**config.mk**
```make
export PLATFORM = sky130hd
export DESIGN_NAME = bcd_seq_splitter
export DESIGN_NICKNAME = d
export VERILOG_FILES = /design/src/rtl/bcd_seq_splitter.sv
export SDC_FILE = /design/constraint.sdc
export NUM_CORES = 1
export LEC_CHECK = 0
export ABC_AREA = 1
export CELL_PAD_IN_SITES_DETAIL_PLACEMENT = 1
export CELL_PAD_IN_SITES_GLOBAL_PLACEMENT = 2
export CORE_MARGIN = 1
export CORE_UTILIZATION = 30
export CTS_CLUSTER_DIAMETER = 40
export CTS_CLUSTER_SIZE = 20
export DETAILED_ROUTE_END_ITERATION = 7
export GPL_ROUTABILITY_DRIVEN = 0
export PLACE_DENSITY = 0.71
export SYNTH_ARGS = -nofsm -noshare
export SYNTH_HDL_FRONTEND = slang
export SYNTH_SLANG_ARGS = --single-unit
```
**constraint.sdc**
```tcl
create_clock -name clk -period 2.9 [get_ports clk]
set_clock_uncertainty 0.05 [all_clocks]
set_input_delay 0.58 -clock clk [delete_from_list [all_inputs] [get_ports clk]]
set_output_delay 0.58 -clock clk [all_outputs]
set_load 0.01 [all_outputs]
```
**src/rtl/bcd_seq_splitter.sv**
```systemverilog
// Sequential binary-to-BCD splitter (double dabble), one bit per cycle.
// Registered digits, overflow saturation and leading-zero mask on a valid/ready pair.
module bcd_seq_splitter #(
  parameter int IN_W     = 10,
  parameter int DIGITS   = 3,
  parameter int BLANK_LZ = 1
) (
  input  logic                  clk,
  input  logic                  rst_n,
  input  logic                  in_valid,
  output logic                  in_ready,
  input  logic [IN_W-1:0]       bin_in,
  output logic                  out_valid,
  input  logic                  out_ready,
  output logic [4*DIGITS-1:0]   bcd_out,
  output logic                  overflow,
  output logic [DIGITS-1:0]     lz_mask
);

  localparam int DW = 4 * DIGITS;
  localparam int CW = $clog2(IN_W + 1);
  localparam int unsigned MAXV = 10 ** DIGITS - 1;

  typedef enum logic [1:0] {
    IDLE,
    SHIFT,
    DONE
  } state_t;

  state_t          state_q;
  logic [IN_W-1:0] bin_q;
  logic [DW-1:0]   dig_q;
  logic [CW-1:0]   cnt_q;
  logic            ovf_q;
  logic            out_valid_q;
  logic [DW-1:0]   bcd_q;
  logic            overflow_q;
  logic [DIGITS-1:0] lz_q;

  logic [DW-1:0]     adj;
  logic [DW-1:0]     dig_d;
  logic [IN_W-1:0]   bin_d;
  logic [DIGITS-1:0] lz_d;
  logic              zrun;
  logic              accept;
  logic              in_ovf;

  assign in_ready = (state_q == IDLE)
                  | ((state_q == DONE) & out_ready);
  assign accept   = in_valid & in_ready;
  assign in_ovf   = 32'(bin_in) > MAXV;

  assign out_valid = out_valid_q;
  assign bcd_out   = bcd_q;
  assign overflow  = overflow_q;
  assign lz_mask   = lz_q;

  always_comb begin
    adj = dig_q;
    for (int k = 0; k < DIGITS; k++) begin
      if (dig_q[4*k +: 4] >= 4'd5)
        adj[4*k +: 4] = dig_q[4*k +: 4] + 4'd3;
    end
    dig_d = {adj[DW-2:0], bin_q[IN_W-1]};
    bin_d = bin_q << 1;
  end

  // Scan from the top digit down; a bit stays set while every digit above is zero.
  always_comb begin
    lz_d = '0;
    zrun = 1'b1;
    for (int k = DIGITS - 1; k >= 1; k--) begin
      zrun    = zrun & (dig_d[4*k +: 4] == 4'd0);
      lz_d[k] = zrun;
    end
  end

  always_ff @(posedge clk or negedge rst_n) begin
    if (!rst_n) begin
      state_q     <= IDLE;
      bin_q       <= '0;
      dig_q       <= '0;
      cnt_q       <= '0;
      ovf_q       <= 1'b0;
      out_valid_q <= 1'b0;
      bcd_q       <= '0;
      overflow_q  <= 1'b0;
      lz_q        <= '0;
    end else begin
      unique case (state_q)
        IDLE: begin
          if (accept) begin
            bin_q   <= bin_in;
            dig_q   <= '0;
            cnt_q   <= '0;
            ovf_q   <= in_ovf;
            state_q <= SHIFT;
          end
        end
        SHIFT: begin
          dig_q <= dig_d;
          bin_q <= bin_d;
          cnt_q <= cnt_q + 1'b1;
          if (cnt_q == CW'(IN_W - 1)) begin
            state_q     <= DONE;
            out_valid_q <= 1'b1;
            overflow_q  <= ovf_q;
            bcd_q       <= ovf_q ? {DIGITS{4'h9}} : dig_d;
            lz_q        <= (BLANK_LZ != 0 && !ovf_q) ? lz_d : '0;
          end
        end
        DONE: begin
          if (out_ready) begin
            out_valid_q <= 1'b0;
            state_q     <= IDLE;
            if (in_valid) begin
              bin_q   <= bin_in;
              dig_q   <= '0;
              cnt_q   <= '0;
              ovf_q   <= in_ovf;
              state_q <= SHIFT;
            end
          end
        end
        default: state_q <= IDLE;
      endcase
    end
  end

endmodule

```
# Word-level counts from Yosys, hierarchy flattened
# Cells that the tools add are included.
# totals
inputBits,14
ff_bits,46
# op_classes
muxes,29
bitwise_logic,4
n_addsub,4
n_eq_ne,7
magnitude_cmp,4
reduce_logical,11
# op_table
cell,n
2-to-1 mux 12 bit,4
one-hot mux 12 bit (3 select lines),1
2-to-1 mux 10 bit,3
one-hot mux 10 bit (3 select lines),1
2-to-1 mux 4 bit,5
">= comparator 4 x 3 -> 1 bit, second input constant",3
one-hot mux 4 bit (3 select lines),1
"greater-than comparator 10 bit, second input constant",1
"adder 4 x 2 -> 4 bit, second input constant",2
logical NOT 4 bit,2
"inequality test 2 bit, second input constant",4
AND reduction 4 bit,2
2-to-1 mux 1 bit,6
2-to-1 mux 2 bit,3
2-to-1 mux 3 bit,2
one-hot mux 2 bit (3 select lines),1
AND reduction 3 bit,2
"adder 4 x 1 -> 4 bit, second input constant",1
"== test 4 bit, second input constant",1
one-hot mux 1 bit (2 select lines),2
nonzero test 2 bit,2
"adder 3 x 2 -> 3 bit, second input constant",1
bitwise AND 1 bit,3
nonzero test 3 bit,1
5 further kinds,5

# Depth between registers and ports, before layout
# Gate-level depths: netlist of run 1.
# depth
ltp_word,6
depth_mapped,11
ltp_nobuf,11

# Worst setup path before layout of run 1
# No wires, ideal clock.
# synth_path
kind,input port to output port
start,input port out_ready
end,output port in_ready
t_arrival_ns,0.827
stages,2
setup_slack_ns,1.443
cell_sequence,inv_1 a21oi_1
# synth_via
elab_chain_len,2
# synth_rtl
element,line,text
start: declaration,14,"input logic out_ready,"
bitwise AND 1 bit,49,| ((state_q == DONE) & out_ready);
OR 1 bit,49,
end: declaration,11,"output logic in_ready,"
# No other way between the ends.

# Final worst setup path of run 1
# Ends and elaborated chain as after synthesis.

==> results.yml, run 1 <==
yosys:
  yosys_warnings: 0
  synthAdderAreaFrac_pct: 4.54
  synth-compound-area-share_pct: 14.6
  ys_seq_area_share_pct: 51.1
  synth_top_family_by_area: "simple AND/OR/NAND/NOR gates"
  avgSynthCellArea_um2: 8.93
  synthDistinctLibCells: 30
  synth-xor-area-share_pct: 0.397
  yosys_register_bits: 45
  yosys.area_share.simple_pct: 20.4
  synthCells: 247
  synthesis.area_mm2: 0.00220
  synthMuxAreaShare_pct: 0
  syn_nets: 269
pwr:
  power_density_mw_per_mm2: 1140
  vdd_drop_max_mv: 0.332
  leakage_nw: 1.26
global_routing:
  track_usage_pct: 15.8
  grt_pass1_wl_mm: 9.32
  grt_pass1_vias: 1921
  grt-ovfl-total: 0
  antenna_found_initial: 0
  grt_max_degree: 33
placed_design:
  dp_hpwl_mm: 3.81
  io_buffer_count: 30
floorplan:
  chipHeight_um: 87.7
  core_area_mm2: 0.00694
  rows: 30
  initial_core_util_pct: 31.7
  io_pins: 32
  die_w_um: 87.7
  die-area_mm2: 0.00770
clock_tree:
  htree_levels: 2
  cts_tree: "done"
  root_buffer: "clkbuf_8"
  hold_buffers: 0
  cts_buffer_depth: 2
  clk_pin_slew_worst_paths_ns: 0.09
  cts_setup_buffers: 0
  postCtsResizedCells: 0
  clock-sinks: 45
  insertion_delay_ns: 0.30
  cts_buffers: 5
route:
  dr.pass1.iters: 4
  wire_per_inst_um: 13.7
  vias_per_cell: 4.72
  ant_nets: 0
  dr_total_vias: 1779
  wirelength_mm: 5.17
  first_iter_violations: 68
  drc_errors: 0
critical_path:
  cp_data_required_time_ns: 2.27
  crit_type: "primary input to output port"
  path_cells: "clkdlybuf4s50_1 -> inv_1 -> a21oi_1 -> clkdlybuf4s50_1"
  max_stage_delay_ns: 0.56
  worst_ep_arrival_time_ns: 1.82
  end_kind: "output port"
  crit_path_top_delay_cell: "clkdlybuf4s50_1"
  crit_top_cell: "clkdlybuf4s50_1"
  cp-start-kind: "primary input"
  cp_max_fo: 2
final_layout:
  diodes: 0
  layout-drive-gt1-share_pct: 9.61
  syn_to_final_growth_pct: 20.7
  num-nets-final: 302
sta:
  drv_slew: 0
  finalSetupTns_ns: 0
  hold_slack_ns: 0.124
  rsz0062_at_grt: "false"
  finalSetupViolations: 0
  max_freq_mhz: 408
  hold_viol: 0
  fin_crit_sh_pct: 84.5
  fin_crit_ns: 2.45
min_path:
  hp-class: "primary input to asynchronous set/reset pin"
run:
  drv_cap: 0
run_status:
  run_status: "completed"
[synth_stat cells (all sizes together)]
master  number  area share [%]
o31ai        1            0.34
o22ai       12             3.4
dfrtp       45              51
nor2        19             3.9
o211ai       5             2.6
and2         1            0.28
nand4        5             1.4
ha           8             4.5
a31oi        1            0.28
buf          7             3.0
conb         1            0.17
nand2       57              10
xor2         1            0.40
nand3       16             4.7
a21o         1            0.34
a21oi        8             1.8
o221ai       1            0.40
inv         34             5.8
o21ai       24             5.4
[cell type report]
class / count / area, um^2
flip-flops and latches: 45 / 1130
inverters: 34 / 128
repair buffers: 33 / 318
multi-input cells: 161 / 886
clock inverters: 2 / 10.0
fillers: 839 / 4280
clock buffers: 6 / 72.6
well taps: 96 / 120
[flip-flops by register name (all words and copies together), names as in the netlist]
register / count
bcd_out: 12
bin_q: 10
cnt_q: 4
dig_q: 12
lz_mask: 2
out_valid: 1
overflow: 1
ovf_q: 1
state_q: 2
[logic make-up (layout without fill, tap and decap cells)]
family | after synthesis | after routing
XOR/XNOR | 1 | 1
AND/OR/NAND/NOR | 98 | 98
flip-flops | 45 | 45
adder cells (fa/ha/maj) | 8 | 8
other | 1 | 1
buffers and inverters | 41 | 75
AO/OA/AOI/OAI | 53 | 53
[worst max-delay path: cells and delay by family]
family / cells / cell delay [ns]
buffers and inverters: 3 / 1.10
AO/OA/AOI/OAI: 1 / 0.14
[cells in the final DEF, fill, tap and decap left out, types with 2 or more instances in the layout]
master           Yosys  final
a21oi_1              8      8
buf_4                2      3
clkbuf_8             0      5
clkdlybuf4s50_1      0     29
clkinv_2             0      2
dfrtp_1             45     45
ha_1                 8      8
inv_1               31     31
inv_2                3      3
nand2_1             55     55
nand3_1             13     13
nand3_2              2      2
nand4_1              5      5
nor2_1              15     15
nor2_2               3      3
o211ai_2             4      4
o21ai_0             13     13
o21ai_1             11     11
o22ai_1             12     12
[through the flow]
| stage | worst slack (ns) | total power [mW] | std cells | utilization [%] | area, um^2 |
|---|---|---|---|---|---|
| 2_1_floorplan | 1.44 | 2.20 | 247 | - | 2200 |
| 3_3_place_gp | 0.502 | 2.63 | 369 | 37.1 | 2580 |
| 6_report | 0.448 | 3.03 | 377 | 38.3 | 2660 |
| 5_1_grt | 0.356 | 3.36 | 377 | 38.3 | 2660 |
| 3_5_place_dp | 0.430 | 2.69 | 369 | 37.1 | 2580 |
| 4_1_cts | 0.423 | 3.08 | 377 | 38.3 | 2660 |
[path summary, 6_finish.rpt]
kind	slack, ns	cells past startpoint	startpoint	endpoint
worst min-delay path	0.12	1	rst_n	bcd_out[0]
worst max-delay path	0.45	4	out_ready	in_ready
max in group asynchronous	2.11	2	rst_n	bin_q[4]
worst min register to register	0.43	1	out_valid	out_valid
min in group clk	0.43	1	out_valid	out_valid
worst max register to register	1.21	6	state_q[0]	bin_q[3]
[power breakdown]
| part | switching [mW] | internal [mW] | total (mW) |
|---|---|---|---|
| clock network | 0.218 | 0.168 | 0.386 |
| registers | 0.161 | 0.922 | 1.08 |
| logic | 0.934 | 0.626 | 1.56 |
| total | 1.31 | 1.72 | 3.03 |
[per-layer routing]
metal	part of all wire, %	wire length, um	GRT usage, %
met1	48	2480	20.2
met3	2.5	131	3.39
met2	48	2500	27.3
met4	1.0	53	3.58
met5	0	0	0
Note: power is estimated with default switching activity, not from simulation.
==> run 2: changes to the inputs <==
==> constraint.sdc (replaced) <==
create_clock -name clk -period 2.44 [get_ports clk]
set_clock_uncertainty 0.05 [all_clocks]
set_input_delay 0.488 -clock clk [delete_from_list [all_inputs] [get_ports clk]]
set_output_delay 0.488 -clock clk [all_outputs]
set_load 0.01 [all_outputs]
==> results.yml, run 2 (same netlist as run 1, synthesis figures left out) <==
run_status:
  run_status: "completed"
sta:
  finalSetupViolations: 0
  drv_slew: 0
  fin_crit_ns: 2.23
  rsz0062_at_grt: "false"
  worst_slew_pin_slew_ns: 0.514
  fin_crit_sh_pct: 91.4
  max_freq_mhz: 448
  hold_slack_ns: 0.105
  slew_headroom_pct: 65.7
  hold_viol: 0
  finalSetupTns_ns: 0
floorplan:
  die_w_um: 87.7
  initial_core_util_pct: 31.7
  rows: 30
  io_pins: 32
  die-area_mm2: 0.00770
  core_area_mm2: 0.00694
  chipHeight_um: 87.7
pwr:
  p_switching_mw: 1.54
  p_seq_share_pct: 35.8
  clock_power_share_pct: 12.6
  power_density_mw_per_mm2: 1350
  internal-power_mw: 2.05
  comb_power_share_pct: 51.6
  leakage_nw: 1.27
  vdd_drop_max_mv: 0.399
  switching_share_pct: 42.9
critical_path:
  cp-start-kind: "primary input"
  worst_ep_arrival_time_ns: 1.69
  crit_top_cell: "clkdlybuf4s50_1"
  max_stage_delay_ns: 0.54
  crit_buf_inv: 3
  cp_max_fo: 2
  cp_data_required_time_ns: 1.90
  crit_path_top_delay_cell: "clkdlybuf4s50_1"
  crit_type: "primary input to output port"
  end_kind: "output port"
  path_delay_family: "buffers and inverters"
  path_cells: "clkdlybuf4s50_1 -> inv_1 -> a21oi_1 -> clkdlybuf4s50_1"
clock_tree:
  insertion_delay_ns: 0.29
  cts_tree: "done"
  postCtsResizedCells: 0
  clock-sinks: 45
  cts_setup_buffers: 0
  root_buffer: "clkbuf_8"
  cts_buffers: 5
  cts_buffer_depth: 2
  hold_buffers: 0
  clk_pin_slew_worst_paths_ns: 0.09
  htree_levels: 2
final_layout:
  syn_to_final_growth_pct: 21.0
  final_common_cell: "nand2_1"
  utilization_pct: 38.4
  layout-drive-gt1-share_pct: 9.93
  diodes: 0
  num-nets-final: 303
  mostFrequentLayoutCells: "nand2_1 (55), dfrtp_1 (45), inv_1 (31)"
  fillers: 830
placed_design:
  io_buffer_count: 30
  dp_hpwl_mm: 3.58
global_routing:
  antenna_found_initial: 0
  grt-ovfl-total: 0
  grt_pass1_vias: 1811
  grt_pass1_wl_mm: 8.82
  track_usage_pct: 15.1
  grt_max_degree: 33
route:
  ant_nets: 0
  drc_errors: 0
  dr.pass1.iters: 4
  vias_per_cell: 4.65
  wirelength_mm: 5.01
  wire_per_inst_um: 13.3
  first_iter_violations: 70
  dr_total_vias: 1757
run:
  drv_cap: 0
min_path:
  hp-class: "primary input to asynchronous set/reset pin"
-- run 2: changes by cell type in the layout (fill, tap and decap cells not counted) --
cell / delta
buf_4: +1
-- run 2: power groups by stage --
stage          Clock, mW  Combinational (mW)  Sequential (mW)
5_1_grt            0.502                2.14             1.34
2_1_floorplan          0                1.29             1.32
3_5_place_dp           0                1.88             1.31
3_3_place_gp           0                1.85             1.30
6_report           0.451                1.85             1.29
4_1_cts            0.479                1.89             1.29
-- run 2: area by class of cell --
cell class	instances	area [um^2]	area share [%]
Sequential cell	45	1130	42.2
Multi-Input combinational cell	161	886	33.2
Timing Repair Buffer	34	325	12.2
Inverter	34	128	4.78
Tap cell	96	120	4.50
Clock buffer	6	72.6	2.72
Clock inverter	2	10.0	0.375
-- run 2: stage by stage --
stage | setup WS [ns] | instances | power [mW] | cell area, um^2
global placement | 0.226 | 370 | 3.15 | 2580
floorplan | 1.09 | 247 | 2.61 | 2200
global route | 0.172 | 378 | 3.98 | 2670
finish | 0.210 | 378 | 3.59 | 2670
CTS | 0.200 | 378 | 3.66 | 2670
detailed placement | 0.207 | 370 | 3.19 | 2580
-- run 2: per-layer routing --
metal	GRT usage, %	share of wire, %	vias up
met3	3.11	2.6	6
met1	20.0	51	842
met2	24.7	46	24
li1	-	-	885
met4	4.47	1.2	0
met5	0	0	-
-- run 2: path summary, 6_finish.rpt --
| kind | from | to | slack (ns) | cells after the start |
|---|---|---|---|---|
| worst max-delay path | out_ready | in_ready | 0.21 | 4 |
| worst min-delay path | rst_n | bcd_out[1] | 0.11 | 1 |
| worst max register to register | cnt_q[1] | bcd_out[3] | 0.80 | 8 |
| worst min register to register | out_valid | out_valid | 0.43 | 1 |
| max in group asynchronous | rst_n | out_valid | 1.66 | 2 |
| min in group clk | out_valid | out_valid | 0.43 | 1 |
